## src/rtl/mdu_seq.sv

```systemverilog
`default_nettype none
// ============================================================================
//  Module      : mdu_seq
//  Description : Sequential unsigned multiply/divide unit (MULTU / DIVU) with
//                architectural HI/LO registers. One shift-add or restoring
//                shift-subtract step per cycle; 32 steps per operation.
//  Revision    : 1.0 - initial release
// ============================================================================
module mdu_seq (
  input  logic        Clk,
  input  logic        reset,
  input  logic        start,
  input  logic        op,
  input  logic [31:0] srca,
  input  logic [31:0] srcb,
  input  logic        mf_req,
  input  logic        hi_lo,
  output logic [31:0] hilo_out,
  output logic        busy,
  output logic        stall,
  output logic        done,
  output logic        div0
);

  localparam logic [1:0] c_IDLE = 2'd0;
  localparam logic [1:0] c_MUL  = 2'd1;
  localparam logic [1:0] c_DIV  = 2'd2;
  localparam logic [1:0] c_FIN  = 2'd3;

  logic [1:0]  r_state;
  logic [31:0] r_hi;       // committed HI
  logic [31:0] r_lo;       // committed LO
  logic [31:0] r_acc_hi;   // working: product upper half / partial remainder
  logic [31:0] r_acc_lo;   // working: product lower half / dividend-quotient
  logic [63:0] r_mcand;    // multiplicand, shifted left one place per step
  logic [31:0] r_opb;      // multiplier (shifted right) or divisor (held)
  logic [4:0]  r_cnt;
  logic        r_div0;

  logic        w_last;
  logic [63:0] w_mul_sum;
  logic [32:0] w_rem_sh;
  logic        w_rem_ge;
  logic [31:0] w_rem_sub;
  logic [31:0] w_rem_nxt;
  logic [31:0] w_quo_nxt;

  assign w_last    = (r_cnt == 5'd31);

  // Shift-add: add the shifted multiplicand when the current multiplier LSB is set
  assign w_mul_sum = {r_acc_hi, r_acc_lo} + (r_opb[0] ? r_mcand : 64'd0);

  // Restoring division: bring the next dividend bit into the remainder. The
  // 33rd bit keeps the compare exact; after a successful subtract the result
  // is below the divisor, so 32-bit wrapping subtraction is sufficient.
  assign w_rem_sh  = {r_acc_hi, r_acc_lo[31]};
  assign w_rem_ge  = (w_rem_sh >= {1'b0, r_opb});
  assign w_rem_sub = w_rem_sh[31:0] - r_opb;
  assign w_rem_nxt = w_rem_ge ? w_rem_sub : w_rem_sh[31:0];
  assign w_quo_nxt = {r_acc_lo[30:0], w_rem_ge};

  assign busy     = (r_state == c_MUL) || (r_state == c_DIV);
  assign done     = (r_state == c_FIN);
  assign div0     = done && r_div0;
  assign stall    = busy && (mf_req || start);
  assign hilo_out = hi_lo ? r_lo : r_hi;

  // Control FSM, working datapath and HI/LO commit
  always_ff @(posedge Clk) begin
    if (reset) begin
      r_state  <= c_IDLE;
      r_hi     <= 32'd0;
      r_lo     <= 32'd0;
      r_acc_hi <= 32'd0;
      r_acc_lo <= 32'd0;
      r_mcand  <= 64'd0;
      r_opb    <= 32'd0;
      r_cnt    <= 5'd0;
      r_div0   <= 1'b0;
    end else begin
      case (r_state)
        c_IDLE, c_FIN: begin
          if (start) begin
            r_cnt    <= 5'd0;
            r_opb    <= srcb;
            r_mcand  <= {32'd0, srca};
            r_acc_hi <= 32'd0;
            if (op && (srcb == 32'd0)) begin
              // Divide by zero completes immediately with a defined result
              r_state  <= c_FIN;
              r_hi     <= srca;
              r_lo     <= 32'hFFFF_FFFF;
              r_div0   <= 1'b1;
              r_acc_lo <= 32'd0;
            end else if (op) begin
              r_state  <= c_DIV;
              r_div0   <= 1'b0;
              r_acc_lo <= srca;
            end else begin
              r_state  <= c_MUL;
              r_div0   <= 1'b0;
              r_acc_lo <= 32'd0;
            end
          end else begin
            r_state <= c_IDLE;
          end
        end
        c_MUL: begin
          {r_acc_hi, r_acc_lo} <= w_mul_sum;
          r_mcand <= r_mcand << 1;
          r_opb   <= r_opb >> 1;
          r_cnt   <= r_cnt + 5'd1;
          if (w_last) begin
            r_state <= c_FIN;
            r_hi    <= w_mul_sum[63:32];
            r_lo    <= w_mul_sum[31:0];
          end
        end
        c_DIV: begin
          r_acc_hi <= w_rem_nxt;
          r_acc_lo <= w_quo_nxt;
          r_cnt    <= r_cnt + 5'd1;
          if (w_last) begin
            r_state <= c_FIN;
            r_hi    <= w_rem_nxt;
            r_lo    <= w_quo_nxt;
          end
        end
        default: r_state <= c_IDLE;
      endcase
    end
  end

endmodule
`default_nettype wire

```

## config.mk

```make
export PLATFORM = sky130hd
export DESIGN_NAME = mdu_seq
export DESIGN_NICKNAME = d
export VERILOG_FILES = /design/src/rtl/mdu_seq.sv
export SDC_FILE = /design/constraint.sdc
export NUM_CORES = 1
export LEC_CHECK = 0
export BUFFER_PORTS_ARGS = -buffer_cell sky130_fd_sc_hd__buf_4
export CELL_PAD_IN_SITES_DETAIL_PLACEMENT = 1
export CELL_PAD_IN_SITES_GLOBAL_PLACEMENT = 2
export CORE_UTILIZATION = 37
export CTS_CLUSTER_SIZE = 20
export DETAILED_ROUTE_END_ITERATION = 7
export PLACE_DENSITY_LB_ADDON = 0.3
export SYNTH_ARGS = -nofsm -noshare
export SYNTH_HDL_FRONTEND = slang
export SYNTH_SLANG_ARGS = --single-unit
```

## constraint.sdc

```tcl
create_clock -name Clk -period 4.7 [get_ports Clk]
set_clock_uncertainty 0.05 [all_clocks]
set_input_delay 1.41 -clock Clk [delete_from_list [all_inputs] [get_ports Clk]]
set_output_delay 1.41 -clock Clk [all_outputs]
set_load 0.01 [all_outputs]
```

== After elaboration in Yosys (flattened, before gate mapping) ==
Cells that the tools add are included.
W data, S select, Z words.

* Memories: 0
* Output and inout port bits: 36
* Memory bits (read-only): 0
* Latch bits: 0
* Input bits: 70
* Register bits: 232
* Memory bits (writable): 0

* Shift-type cells: 0
* Mux-type cells: 31
* Reductions and logical operators: 13
* Order comparisons: 1
* Bitwise operators: 0
* Add/sub/neg operators: 3
* Divide/modulo/power cells: 0
* Eq/ne operators: 9
* Multipliers: 0

{| class="wikitable"
|+ Operator list
! kind !! number
|-
| $mux W32 || 15
|-
| $pmux W32 S3 || 4
|-
| $mux W64 || 2
|-
| $pmux W64 S2 || 1
|-
| $add A64 B64 Y64 || 1
|-
| $pmux W32 S2 || 1
|-
| $ge A33 B32 Y1 || 1
|-
| $logic_not A32 Y1 || 1
|-
| $sub A32 B32 Y32 || 1
|-
| $pmux W5 S2 || 1
|-
| $mux W2 || 4
|-
| $ne A2 B2 Y1 const B || 4
|-
| $add A5 B1 Y5 const B || 1
|-
| $eq A5 B5 Y1 const B || 1
|-
| $mux W5 || 1
|-
| $eq A2 B2 Y1 const B || 2
|-
| $pmux W2 S2 || 1
|-
| $reduce_and A2 Y1 || 2
|-
| $reduce_and A4 Y1 || 1
|-
| $reduce_or A2 Y1 || 2
|-
| $logic_and A1 B1 Y1 || 3
|-
| $eq A2 B1 Y1 const B || 1
|-
| $logic_not A2 Y1 || 1
|-
| $logic_or A1 B1 Y1 || 2
|-
| other kinds (3) || 3
|}

== Logic depth before layout (Yosys ltp) ==
* Word-level depth: 5
* Mapped depth: 15

== Worst setup path before layout ==
Ideal clock, no wire load.

* Path kind: input port to output port
* Start point: in hi_lo
* End point: out hilo_out[10]
* Arrival: 2.324 ns
* Slack: 0.916 ns
* Cell stages on the path: 3
* Path through: clkbuf_1 buf_1 mux2_2

* Word-level cells in the longest chain between the ends: 1

{| class="wikitable"
|+ RTL lines
! item !! line !! text
|-
| start, declared || 17 || <nowiki>input logic hi_lo,</nowiki>
|-
| $mux W32 || 66 || <nowiki>assign hilo_out = hi_lo ? r_lo : r_hi;</nowiki>
|-
| end, declared || 18 || <nowiki>output logic [31:0] hilo_out,</nowiki>
|}

No other way between the ends.

== Worst setup path in the final report ==
* Start point: reg r_opb[0]
* End point: reg r_hi[28]

* Word-level cells in the longest chain between the ends: 4
* Elaborated cells on any way between the ends: 8
* Classes of those cells: 2 x add/sub; 1 x order compare; 5 x mux

{| class="wikitable"
|+ RTL lines
! item !! line !! text
|-
| start, declared || 36 || <nowiki>logic [31:0] r_opb;</nowiki>
|-
| start signal, assigned || 85 || <nowiki>r_opb <= srcb;</nowiki>
|-
| start signal, assigned || 111 || <nowiki>r_opb <= r_opb >> 1;</nowiki>
|-
| $mux W64, or another cell as far along || 51 || <nowiki>assign w_mul_sum = {r_acc_hi, r_acc_lo} + (r_opb[0] ? r_mcand : 64'd0);</nowiki>
|-
| $add A64 B64 Y64 or $mux W32 (tied branches) || 51, 59 ||
|-
| $mux W32, on equally long branches || 113, 123 ||
|-
| $pmux W32 S3 * || 81 || <nowiki>case (r_state)</nowiki>
|-
| end signal, assigned || 91 || <nowiki>r_hi <= srca;</nowiki>
|-
| end signal, assigned || 115 || <nowiki>r_hi <= w_mul_sum[63:32];</nowiki>
|-
| end signal, assigned || 125 || <nowiki>r_hi <= w_rem_nxt;</nowiki>
|-
| end, declared || 31 || <nowiki>logic [31:0] r_hi;</nowiki>
|}

Every way passes the cells marked *; elsewhere a longest branch is shown, timed or not. The select of a mux whose other input is x is not followed.
A chain may end at the register's enable or synchronous reset.

==> metrics <==
largest fanout on the critical path=34; Data required, critical path=5.16 ns; most common cell after layout, fill and taps aside=sky130_fd_sc_hd__a21oi_1; critical path depth in cells=16; synthesized area=16,750 um^2; final net count=2,404; count of unresolved DRC violations after routing=0; relative slew slack=33.85%; result of the run=complete, no violations; instance area at placement=18,350 um^2; EDFF count, synth=0; family with the most delay on the worst path=compound AO/OA/AOI/OAI gates; post-synthesis sequential element count=232; critical path data arrival time=4.82 ns; total of fill cells in the finished design=5,431; Most Frequent Cell on Critical Path=sky130_fd_sc_hd__buf_4; Iter 0 DRT Violations=946; critical-path cell with the highest stage delay=sky130_fd_sc_hd__dfxtp_2; transition time at the pin with the least slew margin=0.9819 ns; Avg Inst Size Synth=7.689 um^2; total core area=44,410 um^2; worst hold stages=2; setup repair after global routing missed its margin=false; Final Slew Violations=0; Tcrit/Tclk final=92.84%; hold violation total from the final report=0; fraction of final layout cells sized beyond drive strength 1=13.65%; CTS H-tree lvls=1; CTS root buf=sky130_fd_sc_hd__clkbuf_16; grt total ovfl=0; area grow syn2layout=15.60%; DP Wirelength=50.53 mm; share of async-settable or async-resettable flops after synthesis=0%; maximum VDD drop=0.0003421 V; Main synth FF type=sky130_fd_sc_hd__dfxtp_1; largest incremental delay on the critical path=0.65 ns; Post-Route Hold Slack=0.4311 ns; number of antenna violations at the first check in global routing=1; min Tclk post-route=4.363 ns; Via-to-Cell Ratio=6.012; Die X-Extent=214.7 um; last weighted congestion value of the routability-driven placer=0.9659; depth of the worst register-to-register path=16; post-route antenna net violation count=0; clock tree from TritonCTS=yes; combined buffer and inverter count along the critical path=5; worst min path class=flip-flop to flip-flop; class of the most critical setup path=flip-flop to flip-flop; Non-Filler Cell Area, Final=19,360 um^2; site row count=77; power per standard cell area=611.8 nW/um^2; number of port buffers=105; clock tree buffer depth=3; leakage power=7.837 nW; clock insertion delay at the later pin of the skew report=0.61 ns; pin count of the biggest net entering global routing=125; Total Die Area=46,120 um^2; number of clock sinks seen by CTS=232; sum of negative setup slack=0 ns; sequential-to-total area share from yosys stat=27.73%; Via Count=17.13k; number of warnings reported in the yosys synthesis log=0; Routed WL=67.13 mm; Post-Syn Nets=2,350; Unique masters post-synth=88; number of detailed-routing iterations run before antenna repair=5; height of the die=214.7 um; max cap viols=0; fmax=0.2292 GHz; cts bufs inserted=30; clock input transition at the sequential cells of the worst setup and hold paths=0.06 ns; Syn Inst Count=2,178; type of destination of the critical path=flip-flop; Startpoint Class=flip-flop; final setup vio count=0; initial core utilization=37.70%; Avg WL per Cell=23.56 um; via count of the first global-routing pass=17.40k; wire length of the first global-routing pass=104.4 mm; Post-CTS Setup Bufs=0; overall global routing resource usage=28.59%; chain of cells forming the critical path=buf_4 -> and2_1 -> ha_1 -> and3_1 -> a31oi_1 -> buf_4 -> o21ai_0 -> a31oi_1 -> buf_4 -> o22ai_1 -> o21ai_1 -> buf_4 -> o41ai_1 -> a211oi_1 -> buf_4 -> o41ai_1; commonest cells after routing, fill and taps aside=sky130_fd_sc_hd__a21oi_1 (241), sky130_fd_sc_hd__nor2_1 (240), sky130_fd_sc_hd__dfxtp_1 (231), sky130_fd_sc_hd__buf_4 (176), sky130_fd_sc_hd__nand2_1 (150); boundary pin count=106
## report_power, final
part / switching [mW] / internal (mW)
sequential: 0.531 / 2.54
clock: 0.973 / 1.36
combinational: 4.05 / 2.39
## path summary, 6_finish.rpt
path | start | endpoint | slack, ns
setup / recovery | r_opb[0] | r_hi[28] | 0.34
hold / removal | r_cnt[4] | r_cnt[4] | 0.43
setup reg to reg | r_opb[0] | r_hi[28] | 0.34
hold reg to reg | r_cnt[4] | r_cnt[4] | 0.43
## synthesized netlist by cell type (5+ instances only)
master,count,area [um^2]
sky130_fd_sc_hd__mux2_2,37,416.7
sky130_fd_sc_hd__and2_1,69,431.7
sky130_fd_sc_hd__o21ai_0,116,580.6
sky130_fd_sc_hd__nand4_1,33,206.5
sky130_fd_sc_hd__mux2i_1,75,750.7
sky130_fd_sc_hd__o22ai_1,7,43.79
sky130_fd_sc_hd__o21a_1,16,120.1
sky130_fd_sc_hd__nand2_1,151,566.8
sky130_fd_sc_hd__a21oi_1,242,1211
sky130_fd_sc_hd__buf_1,15,56.30
sky130_fd_sc_hd__nand2b_1,9,56.30
sky130_fd_sc_hd__a211oi_1,107,803.3
sky130_fd_sc_hd__a221oi_1,39,341.6
sky130_fd_sc_hd__dfxtp_1,232,4644
sky130_fd_sc_hd__a22oi_1,46,345.3
sky130_fd_sc_hd__xor2_1,23,201.4
sky130_fd_sc_hd__nand3_1,40,200.2
sky130_fd_sc_hd__ha_1,100,1251
sky130_fd_sc_hd__inv_1,73,274.0
sky130_fd_sc_hd__o211a_1,5,50.05
sky130_fd_sc_hd__nor3_1,48,240.2
sky130_fd_sc_hd__and4_1,7,61.31
sky130_fd_sc_hd__nor2_1,243,912.1
sky130_fd_sc_hd__xnor2_1,50,437.9
sky130_fd_sc_hd__a31oi_1,26,162.7
sky130_fd_sc_hd__clkbuf_1,136,510.5
sky130_fd_sc_hd__nor2b_1,12,75.07
sky130_fd_sc_hd__or2_2,7,43.79
sky130_fd_sc_hd__o41ai_1,6,52.55
sky130_fd_sc_hd__o31ai_1,7,52.55
sky130_fd_sc_hd__o21bai_1,27,202.7
sky130_fd_sc_hd__o211ai_1,6,45.04
sky130_fd_sc_hd__or3_1,13,81.33
sky130_fd_sc_hd__a21o_1,40,300.3
sky130_fd_sc_hd__a21boi_0,5,37.54
sky130_fd_sc_hd__and3_1,14,87.58
sky130_fd_sc_hd__nor4_1,11,68.82
## metal layers
layer | share of wire, % | routed length, um | up-vias | GRT usage (%)
li1 | - | - | 8111 | -
met3 | 4.0 | 2654 | 91 | 3.001
met4 | 2.9 | 1935 | 2 | 8.071
met5 | 0.015 | 10 | - | 0
met2 | 47 | 31800 | 375 | 48.98
met1 | 46 | 30730 | 8550 | 37.83
## timing repair
| item | 4_1_cts | 5_1_grt |
|---|---|---|
| setup endpoints to repair | 0 | 1 |
| gates resized for setup | 0 | 1 |
| hold buffers | 0 | 0 |
## worst reg2reg max path, stage by stage (launching register included)
cell                       delay (ns)
sky130_fd_sc_hd__dfxtp_2         0.65
sky130_fd_sc_hd__buf_4           0.42
sky130_fd_sc_hd__and2_1          0.20
sky130_fd_sc_hd__ha_1            0.26
sky130_fd_sc_hd__and3_1          0.23
sky130_fd_sc_hd__a31oi_1         0.12
sky130_fd_sc_hd__buf_4           0.17
sky130_fd_sc_hd__o21ai_0         0.36
sky130_fd_sc_hd__a31oi_1         0.15
sky130_fd_sc_hd__buf_4           0.19
sky130_fd_sc_hd__o22ai_1         0.31
sky130_fd_sc_hd__o21ai_1         0.19
sky130_fd_sc_hd__buf_4           0.17
sky130_fd_sc_hd__o41ai_1         0.33
sky130_fd_sc_hd__a211oi_1        0.08
sky130_fd_sc_hd__buf_4           0.16
sky130_fd_sc_hd__o41ai_1         0.27
## logic make-up after synthesis
logic type | count (synthesis) | synth area share (%)
muxes | 112 | 6.971
adders and majority gates | 102 | 7.711
xor gates and xnor gates | 73 | 3.818
and+or+nand+nor | 675 | 19.14
DFF | 232 | 27.73
buffers and inverters | 233 | 5.387
AOI/OAI and AO/OA | 751 | 29.24
## stage by stage
step	instances	total power [mW]	setup slack (ns)	utilization (%)
detailed placement	2792	9.478	0.1699	41.31
global route	2848	12.62	0.01849	43.58
global placement	2792	9.299	0.1701	41.31
floorplan	2178	7.264	0.9164	-
finish	2849	11.84	0.3365	43.59
CTS	2848	11.85	0.2182	43.57
## area by class of cell
class	count	area, um^2	share of cell area [%]
Sequential cell	232	4646	24.00
Multi-Input combinational cell	1713	11270	58.24
Timing Repair Buffer	181	1413	7.297
Clock buffer	45	887.1	4.582
Inverter	74	277.8	1.435
Antenna cell	1	2.502	0.01293
Tap cell	592	740.7	3.826
Clock inverter	11	117.6	0.6075
## sequential cells by signal (all words and copies together) (netlist names)
signal / count
r_opb: 32
r_acc_lo: 32
r_hi: 32
r_cnt: 5
r_state: 2
r_acc_hi: 32
r_div0: 1
r_mcand: 64
r_lo: 32
No activity file was read; power rests on OpenSTA's default activity.
